--- config.mk ---
export PLATFORM = sky130hd
export DESIGN_NAME = fetch_unit
export DESIGN_NICKNAME = d
export VERILOG_FILES = /design/src/rtl/fetch_unit.sv
export SDC_FILE = /design/constraint.sdc
export NUM_CORES = 1
export LEC_CHECK = 0
export ABC_CLOCK_PERIOD_IN_PS = 6460
export BUFFER_PORTS_ARGS = -buffer_cell sky130_fd_sc_hd__buf_4
export CAP_MARGIN = 20
export CORE_UTILIZATION = 25
export DETAILED_ROUTE_END_ITERATION = 16
export GPL_TIMING_DRIVEN = 0
export PLACE_DENSITY = 0.45
export SKIP_CTS_REPAIR_TIMING = 1
export SLEW_MARGIN = 20
export SYNTH_ARGS = -nofsm -noshare
export SYNTH_HDL_FRONTEND = slang
export SYNTH_SLANG_ARGS = --single-unit
--- constraint.sdc ---
create_clock -name clk -period 6.46 [get_ports clk]
set_input_delay 0.646 -clock clk [delete_from_list [all_inputs] [get_ports clk]]
set_output_delay 0.646 -clock clk [all_outputs]
set_load 0.03 [all_outputs]
--- src/rtl/fetch_unit.sv ---
// fetch_unit -- instruction fetch with a small prefetch FIFO.
//
// Issues at most one word-address read per cycle to a synchronous instruction
// memory (one-cycle read latency), captures each returned word together with
// its PC in a DEPTH-entry FIFO, and presents the FIFO head to decode over a
// valid/ready handshake. A redirect flushes everything queued or in flight
// and fetches the new target in the same cycle.
//
// Ports:
//   clk, sync_rst     clock; synchronous active-high reset (overrides clk_en)
//   clk_en            global stall: 0 freezes all state (memory holds too)
//   redirect          redirect fetch to redirect_pc, flush FIFO and in-flight
//   redirect_pc       redirect target word address
//   imem_req          read request this cycle
//   imem_addr         request word address
//   imem_rdata        read data, valid the cycle after an accepted request
//   out_valid         FIFO head valid toward decode
//   out_ready         decode accepts the head
//   out_pc, out_instr word address and instruction at the FIFO head
module fetch_unit #(
  parameter int                 ADDR_W       = 30,
  parameter int                 INSTR_W      = 32,
  parameter int                 DEPTH        = 2,
  parameter logic [ADDR_W-1:0]  RESET_VECTOR = '0
) (
  input  logic               clk,
  input  logic               sync_rst,
  input  logic               clk_en,
  input  logic               redirect,
  input  logic [ADDR_W-1:0]  redirect_pc,
  output logic               imem_req,
  output logic [ADDR_W-1:0]  imem_addr,
  input  logic [INSTR_W-1:0] imem_rdata,
  output logic               out_valid,
  input  logic               out_ready,
  output logic [ADDR_W-1:0]  out_pc,
  output logic [INSTR_W-1:0] out_instr
);

  localparam int PTR_W = $clog2(DEPTH);
  localparam int CNT_W = $clog2(DEPTH + 1);

  logic [ADDR_W-1:0] fetch_pc_reg;
  logic              inflight_reg;
  logic [ADDR_W-1:0] inflight_pc_reg;
  logic [PTR_W-1:0]  wr_ptr_reg;
  logic [PTR_W-1:0]  rd_ptr_reg;
  logic [CNT_W-1:0]  count_reg;
  logic [CNT_W-1:0]  count_next;

  logic [ADDR_W-1:0]  entry_pc    [DEPTH];
  logic [INSTR_W-1:0] entry_instr [DEPTH];

  logic             pop;
  logic             push;
  logic             issue;
  logic             credit_ok;
  logic [CNT_W:0]   occupancy;

  assign imem_addr = redirect ? redirect_pc : fetch_pc_reg;
  assign out_valid = (count_reg != '0) && !redirect && !sync_rst;
  assign pop       = out_valid && out_ready && clk_en;
  // A returning word is only kept when no redirect is flushing it away.
  assign push      = inflight_reg && !redirect;

  // Credit check: entries held + the word still in flight, less the entry
  // leaving this cycle, must leave room for the word requested now.
  assign occupancy = {1'b0, count_reg} + (CNT_W + 1)'(inflight_reg);
  assign credit_ok = occupancy < ((CNT_W + 1)'(DEPTH) + (CNT_W + 1)'(pop));
  assign issue     = !sync_rst && clk_en && (redirect || credit_ok);
  assign imem_req  = issue;

  assign out_pc    = entry_pc[rd_ptr_reg];
  assign out_instr = entry_instr[rd_ptr_reg];

  always_comb begin
    count_next = count_reg;
    case ({push, pop})
      2'b10:   count_next = count_reg + CNT_W'(1);
      2'b01:   count_next = count_reg - CNT_W'(1);
      default: count_next = count_reg;
    endcase
  end

  // FIFO storage: one register pair per entry, written when the write
  // pointer selects it. No reset needed; count gates visibility.
  genvar gi;
  generate
    for (gi = 0; gi < DEPTH; gi++) begin : g_entry
      logic [ADDR_W-1:0]  pc_reg;
      logic [INSTR_W-1:0] instr_reg;

      always_ff @(posedge clk) begin
        if (!sync_rst && clk_en && push && (wr_ptr_reg == PTR_W'(gi))) begin
          pc_reg    <= inflight_pc_reg;
          instr_reg <= imem_rdata;
        end
      end

      assign entry_pc[gi]    = pc_reg;
      assign entry_instr[gi] = instr_reg;
    end
  endgenerate

  always_ff @(posedge clk) begin
    if (sync_rst) begin
      fetch_pc_reg    <= RESET_VECTOR;
      inflight_reg    <= 1'b0;
      inflight_pc_reg <= '0;
      count_reg       <= '0;
      wr_ptr_reg      <= '0;
      rd_ptr_reg      <= '0;
    end else if (clk_en) begin
      inflight_reg <= issue;
      if (issue) begin
        inflight_pc_reg <= imem_addr;
        fetch_pc_reg    <= imem_addr + ADDR_W'(1);
      end
      if (redirect) begin
        count_reg  <= '0;
        wr_ptr_reg <= '0;
        rd_ptr_reg <= '0;
      end else begin
        if (push) wr_ptr_reg <= wr_ptr_reg + PTR_W'(1);
        if (pop)  rd_ptr_reg <= rd_ptr_reg + PTR_W'(1);
        count_reg <= count_next;
      end
    end
  end

endmodule

==> results.toml, run 1 <==
[clocking]
clk_pin_slew_ns = 0.08
numCtsBuffers = 17
cts_sinks = 189
cts-root-buf = "clkbuf_16"
cts.htree.levels = 4
clkLatencyLatePin_ns = 0.43
clock_path_buffers = 2
cts_tree = "done"

[finish]
utilization = 0.3367
fillers = 3240
drive_above_1_share = 0.3329
fin_area_um2 = 10710
areaGrowthSynthToFinish_pct = 31.46
multi_input_area_um2 = 2834
nets = 919
n_antenna_cell = 0
seq_area_um2 = 5025
largest_reg_flops = 64

[routing]
top_layer = "met4"
wl_met3_um = 1088
wl_met1_um = 11730
wl_met2_um = 10960
routed_wl_um = 23980
avgViaCountPerCell = 4.564
first_pass_iters = 5
dr_total_vias = 5920
drt_iter0_markers = 408
drc = 0
wl_per_cell_um = 18.49
ant_nets = 0

[synth]
ys.flop_type = "edfxtp_1"
seq_area_frac_synth = 0.6170
synth-async-reset-ratio = 0
ys.warnings.count = 0
netlist_top_cells_area = "edfxtp_1 46%, dfxtp_1 16%, mux2_2 9.0%"
synth.top_cell.area_share = 0.4572
synth_most_common_cell = "edfxtp_1"
synth_common_cells = "124 x edfxtp_1, 65 x dfxtp_1, 65 x mux2_2"
synth_area_um2 = 8144
synthCells = 651
synth.distinct_cells = 53
synth_edf_count = 124
synth_seq_cells = 189
yosysTopAreaCell = "edfxtp_1"
synth_fp_nets = 721
syn_area_per_cell_um2 = 12.51

[power_and_ir_drop]
power_density_nw_per_um2 = 259.4
p_leak_uw = 0.004008
finalPower_uw = 2778
ir_drop_mv = 0.1867

[sta]
fmax_ghz = 0.2192
relSlewSlack = 0.2413
fin_worst_skew_ns = 0.01340
setup_violations = 0
period_share = 0.7061
worstMarginPinSlew_ns = 1.138
fin_crit_ns = 4.562
rsz0062_at_grt = "no"
hold_violations = 0
maxSlewViolCount = 0
holdWs_ns = 0.4003

[critical_path]
critPathCaptureType = "register"
r2r-end = "fetch_pc_reg[20]"
critPathRequiredTime_ns = 6.77
start_kind = "input port"
reg2reg_slack_ns = 3.50
reg2regPathDepth = 9
worst-setup-path-type = "in -> reg"
arrival_ns = 4.87
critPathMaxFanout = 10
r2r-start = "inflight_reg"

[die]
die_x_um = 182.5
io_pins = 161
start_util = 0.2561
fp.coreArea_um2 = 31800
dieArea_um2 = 33300
fp-row-count = 65
dieHeight_um = 182.5

[placement]
place_congestion = 0.7764
port-buffer-count = 160
dpl_cell_area_um2 = 10060
hpwl_um = 17990

[min_path]
worstHoldStart = "imem_rdata[27]"
hold_depth = 1
whs_endpoint = "g_entry[0].instr_reg[27]"
hold_path_class = "in -> reg"

[global_route]
grt_max_degree = 17
overflow = 0
grt_pass1_wl_um = 36370
first_global_vias = 5933
grt_util_all_layers = 0.1467
antenna_found_initial = 0

[run_status]
status = "finished clean"

[run]
maxCapViolations = 0
worst max-delay path: stages:
cell      delay [ns]
buf_4           0.12
buf_6           0.16
buf_8           0.15
buf_2           0.29
buf_4           0.27
buf_2           0.37
buf_2           0.35
mux2i_1         0.15
inv_1           0.11
ha_1            0.27
nand4_1         0.14
o22ai_1         0.65
nand3_1         0.45
or4_1           0.62
o311ai_0        0.09
power breakdown:
part / internal, µW / switching, µW
clock network: 690 / 466
logic: 104 / 175
registers: 1320 / 23.0
total: 2110 / 664
final cells by class:
| type | instances | area share |
|---|---|---|
| Buffer | 39 | 0.01636 |
| Clock buffer | 18 | 0.04008 |
| Clock inverter | 14 | 0.01987 |
| Inverter | 32 | 0.01122 |
| Multi-Input combinational cell | 391 | 0.2647 |
| Sequential cell | 189 | 0.4693 |
| Tap cell | 435 | 0.05084 |
| Timing Repair Buffer | 179 | 0.1276 |
kinds of logic after synthesis:
logic type,count (synthesis),synth area share
buf+inv,71,0.03626
mux,92,0.1231
compound gates,105,0.09295
fa+ha+maj,3,0.004609
simple gates,180,0.1143
xor+xnor,11,0.01183
flops,189,0.6170
cells in the final DEF (no fill, tap or decap), types with 6 or more instances in the layout:
cell type / instances
buf_4: 174
edfxtp_1: 124
mux2_2: 65
dfxtp_1: 65
nand3_1: 42
nor2_1: 41
nand2_1: 37
inv_1: 32
a211oi_1: 32
mux2i_1: 27
clkbuf_1: 24
a21oi_1: 21
clkbuf_16: 17
nand3b_1: 11
o21ai_0: 11
xnor2_1: 11
nor3_1: 10
nand4_1: 9
buf_1: 8
buf_6: 7
o2111ai_1: 6
o311ai_0: 6
metrics by stage:
step | std cells | worst slack, ns | TNS [ns]
5_1_grt | 1297 | 1.605 | 0
4_1_cts | 1297 | 1.896 | 0
3_3_place_gp | 1246 | -3.667 | -421.90
2_1_floorplan | 651 | 0.1904 | 0
3_5_place_dp | 1265 | 1.458 | 0
6_report | 1297 | 1.898 | 0
per-layer routing:
layer | vias up | track usage
li1 | 2869 | -
met1 | 2869 | 0.2071
met2 | 170 | 0.2290
met3 | 12 | 0.02854
met4 | 0 | 0.03630
met5 | - | 0
how the worst max path moves through the flow:
stage / cells after the start / end / slack (ns) / startpoint
4_1_cts: 15 / fetch_pc_reg[28] / 1.90 / redirect
2_1_floorplan: 5 / g_entry[1].instr_reg[0] / 0.19 / redirect
3_3_place_gp: 6 / g_entry[1].pc_reg[11] / -3.67 / redirect
6_report: 15 / fetch_pc_reg[28] / 1.90 / redirect
5_1_grt: 15 / fetch_pc_reg[28] / 1.61 / redirect
3_5_place_dp: 15 / fetch_pc_reg[28] / 1.46 / redirect
No activity file was read; power rests on OpenSTA's default activity.
==> run 2, diff against run 1 <==
ABC_CLOCK_PERIOD_IN_PS = 4600   (was 6460)
PLACE_DENSITY = 0.43   (was 0.45)
clock period = 4.6 ns   (was 6.46 ns; I/O delays follow)
==> results.toml, run 2 (same netlist as run 1, synthesis figures left out) <==
[critical_path]
worst-setup-path-type = "in -> reg"
start_kind = "input port"
critPathMaxFanout = 10
arrival_ns = 4.59
critPathRequiredTime_ns = 4.92
critPathCaptureType = "register"

[finish]
final_common_cell = "buf_4"
fillers = 3219
n_antenna_cell = 0
utilization = 0.3352
nets = 911
largest_reg_flops = 64
layout.cells.most_common_list = "161 x buf_4, 124 x edfxtp_1, 65 x mux2_2, 65 x dfxtp_1, 42 x nand3_1"
fin_cells = 1289
drive_above_1_share = 0.3232
areaGrowthSynthToFinish_pct = 30.90

[die]
dieHeight_um = 182.5
io_pins = 161
dieArea_um2 = 33300
die_x_um = 182.5
fp-row-count = 65
start_util = 0.2561
fp.coreArea_um2 = 31800

[routing]
drc = 0
routed_wl_um = 24340
wl_per_cell_um = 18.88
avgViaCountPerCell = 4.594
first_pass_iters = 6
dr_total_vias = 5922
ant_nets = 0
drt_iter0_markers = 367

[sta]
fin_worst_skew_ns = 0.01550
setup_violations = 0
worst_slack_ns = 0.3353
fin_crit_ns = 4.265
hold_violations = 0
fmax_ghz = 0.2345
period_share = 0.9271
worstMarginPinSlew_ns = 1.049
relSlewSlack = 0.3008
rsz0062_at_grt = "no"
maxSlewViolCount = 0
holdWs_ns = 0.2136

[power_and_ir_drop]
ir_drop_mv = 0.2432
p_leak_uw = 0.003964
power_density_nw_per_um2 = 353.2

[clocking]
clk_pin_slew_ns = 0.07
clkLatencyLatePin_ns = 0.43
cts_sinks = 189
cts.htree.levels = 4
cts_tree = "done"
numCtsBuffers = 17
cts-root-buf = "clkbuf_16"
clock_path_buffers = 2

[run]
maxCapViolations = 0

[placement]
dp_slack_ns = -0.1076
place_congestion = 0.7814
dpl.cell_count = 1257
hpwl_um = 17930
port-buffer-count = 160

[min_path]
hold_path_class = "in -> reg"

[global_route]
grt_max_degree = 17
grt_util_all_layers = 0.1484
first_global_vias = 5819
grt_pass1_wl_um = 36670
overflow = 0
antenna_found_initial = 0

[run_status]
status = "finished clean"
run 2: cell types whose count changed in the layout (fill, tap and decap cells not counted), sizes merged:
cell,before,now
buf,195,187
clkinv,4,8
bufinv,5,2
clkbuf,41,44
clkinvlp,2,0
inv,35,33
run 2: layer usage:
metal  share of wire  vias up  GRT usage
li1                -     2861          -
met4          0.0098        0    0.04067
met5               0        -          0
met3           0.042       14    0.02674
met2            0.46      176     0.2319
met1            0.49     2871     0.2092
run 2: worst max-delay path, cell delays in order:
cell and delay (ns):
buf_4 0.11, buf_6 0.15, buf_8 0.15, buf_2 0.31
buf_4 0.27, buf_2 0.39, buf_2 0.34, mux2i_1 0.15
inv_1 0.12, ha_1 0.27, nand4_1 0.15, o22ai_1 0.59
nand3_1 0.41, or4_1 0.61, o311ai_0 0.09
run 2: area by class of cell:
class	count	area, µm²	share of cell area
buffer	39	175.2	0.01643
sequential	189	5025	0.4714
inverter	32	120.1	0.01127
multi-input combinational	391	2846	0.2670
clock inverter	11	115.1	0.01080
tap	435	544.3	0.05106
clock buffer	21	470.5	0.04413
timing repair buffer	171	1364	0.1279
run 2: path summary, 6_finish.rpt:
| kind | from | slack, ns | cells after the start | to |
|---|---|---|---|---|
| setup / recovery | redirect | 0.34 | 15 | fetch_pc_reg[28] |
| hold / removal | imem_rdata[13] | 0.21 | 1 | g_entry[0].instr_reg[13] |
| setup reg to reg | count_reg[0] | 1.60 | 9 | fetch_pc_reg[20] |
| hold reg to reg | inflight_pc_reg[8] | 0.45 | 0 | g_entry[0].pc_reg[8] |
run 2: metrics by stage:
stage	setup TNS, ns	cell area [µm²]	total power [µW]
final	0	10660	3766
after CTS	0	10660	3818
after detailed placement	-0.1968	10070	2323
after global routing	0	10660	3909
after floorplan	0	8154	2133
after global placement	-193.58	9899	2318
run 2: where the power goes:
part	internal, µW	switching, µW
Combinational	147	250
Clock	841	642
Sequential	1850	31.8
==> run 3, diff against run 2 <==
CORE_UTILIZATION = 55   (was 25)
PLACE_DENSITY = 0.81   (was 0.43)
==> results.toml, run 3 (same netlist as run 1, synthesis figures left out) <==
[run_status]
status = "finished clean"

[sta]
relSlewSlack = 0.2639
setup_violations = 0
hold_violations = 0
setup-tns-final_ns = 0
maxSlewViolCount = 0
rsz0062_at_grt = "no"
fin_worst_skew_ns = 0.008251
fin_crit_ns = 4.274
period_share = 0.9291
fmax_ghz = 0.2340
worstMarginPinSlew_ns = 1.104

[finish]
final_common_cell = "buf_4"
areaGrowthSynthToFinish_pct = 25.99
largest_reg_flops = 64
utilization = 0.7087
drive_above_1_share = 0.3255
n_antenna_cell = 0
fillers = 1035
nets = 908
seq_area_um2 = 5025
multi_input_area_um2 = 2846
layout.cells.most_common_list = "161 x buf_4, 124 x edfxtp_1, 65 x mux2_2, 65 x dfxtp_1, 42 x nand3_1"

[critical_path]
critPathLaunch = "redirect"
reg2regPathDepth = 9
critPathRequiredTime_ns = 4.90
critPathMaxFanout = 10
start_kind = "input port"
arrival_ns = 4.57
r2r-end = "fetch_pc_reg[23]"
critPathCaptureType = "register"
r2r-start = "count_reg[0]"
reg2reg_slack_ns = 1.67
worst-setup-path-type = "in -> reg"
crit_path_end = "fetch_pc_reg[28]"

[power_and_ir_drop]
netSwitchingFraction = 0.2503
pwr-share-comb = 0.106
power_density_nw_per_um2 = 355.7
seqPwrFrac = 0.517
p_sw_uw = 913.6
p_int_uw = 2736
finalPower_uw = 3650
ir_drop_mv = 0.2606
clkPwrFrac = 0.376
p_leak_uw = 0.003914

[global_route]
grt_util_all_layers = 0.2831
antenna_found_initial = 0
first_global_vias = 6137
grt_max_degree = 18
grt_pass1_wl_um = 32390
overflow = 0

[clocking]
cts-root-buf = "clkbuf_16"
cts.htree.levels = 4
numCtsBuffers = 17
cts_sinks = 189
clk_pin_slew_ns = 0.07
clock_path_buffers = 2
cts_tree = "done"
clkLatencyLatePin_ns = 0.43

[routing]
drt_iter0_markers = 660
ant_nets = 0
drc = 0
first_pass_iters = 6
wl_per_cell_um = 20.29
dr_total_vias = 6246
routed_wl_um = 21000
avgViaCountPerCell = 6.035

[die]
dieHeight_um = 123.7
die_x_um = 123.7
fp-row-count = 44
io_pins = 161
fp.coreArea_um2 = 14480
dieArea_um2 = 15300
start_util = 0.5625

[placement]
port-buffer-count = 160
place_congestion = 0.9722
hpwl_um = 15070

[run]
maxCapViolations = 0

[min_path]
hold_path_class = "in -> reg"
hold_depth = 1
[run 3: power groups by stage]
| stage | combinational [µW] | sequential [µW] | clock (µW) |
|---|---|---|---|
| 2_1_floorplan | 220 | 1910 | 0 |
| 3_3_place_gp | 366 | 1920 | 0 |
| 5_1_grt | 412 | 1890 | 1460 |
| 6_report | 388 | 1890 | 1370 |
| 3_5_place_dp | 381 | 1920 | 0 |
| 4_1_cts | 382 | 1890 | 1380 |
[run 3: per-stage QoR]
step / instance area (µm²) / worst slack [ns] / hold slack [ns] / cells
after floorplan: 8154 / 0.7087 / 0.4254 / 651
after global placement: 9585 / -0.6734 / 0.4340 / 995
after CTS: 10260 / 0.4374 / 0.1976 / 1035
after detailed placement: 9707 / 0.009654 / 0.4410 / 1003
after global routing: 10260 / 0.2297 / 0.1995 / 1035
final: 10260 / 0.3262 / 0.2084 / 1035
[run 3: metal layers]
layer  share of wire  global-route usage
met5               0                   0
met1            0.41              0.3674
met4           0.020              0.1265
met2            0.48              0.4563
met3           0.089             0.05998
[run 3: worst min path at each step]
| stage | from | to | slack (ns) |
|---|---|---|---|
| 2_1_floorplan | inflight_pc_reg[13] | g_entry[0].pc_reg[13] | 0.43 |
| 3_3_place_gp | inflight_pc_reg[25] | g_entry[0].pc_reg[25] | 0.43 |
| 3_5_place_dp | inflight_pc_reg[20] | g_entry[0].pc_reg[20] | 0.44 |
| 5_1_grt | imem_rdata[4] | g_entry[0].instr_reg[4] | 0.20 |
| 6_report | imem_rdata[26] | g_entry[0].instr_reg[26] | 0.21 |
| 4_1_cts | imem_rdata[26] | g_entry[0].instr_reg[26] | 0.20 |
[run 3: worst max-delay path: stages]
cell	delay [ns]
buf_4	0.11
buf_6	0.16
buf_8	0.15
buf_2	0.29
buf_4	0.27
buf_2	0.36
buf_2	0.33
mux2_2	0.25
ha_1	0.26
nand4_1	0.15
o22ai_1	0.63
nand3_1	0.41
or4_1	0.61
o311ai_0	0.12
[run 3: final cells by class]
| cell class | instances | share of cell area |
|---|---|---|
| sequential | 189 | 0.4897 |
| buffer | 39 | 0.01707 |
| timing repair buffer | 168 | 0.1277 |
| tap | 184 | 0.02244 |
| clock buffer | 20 | 0.04548 |
| clock inverter | 12 | 0.008536 |
| inverter | 32 | 0.01171 |
| multi-input combinational | 391 | 0.2774 |
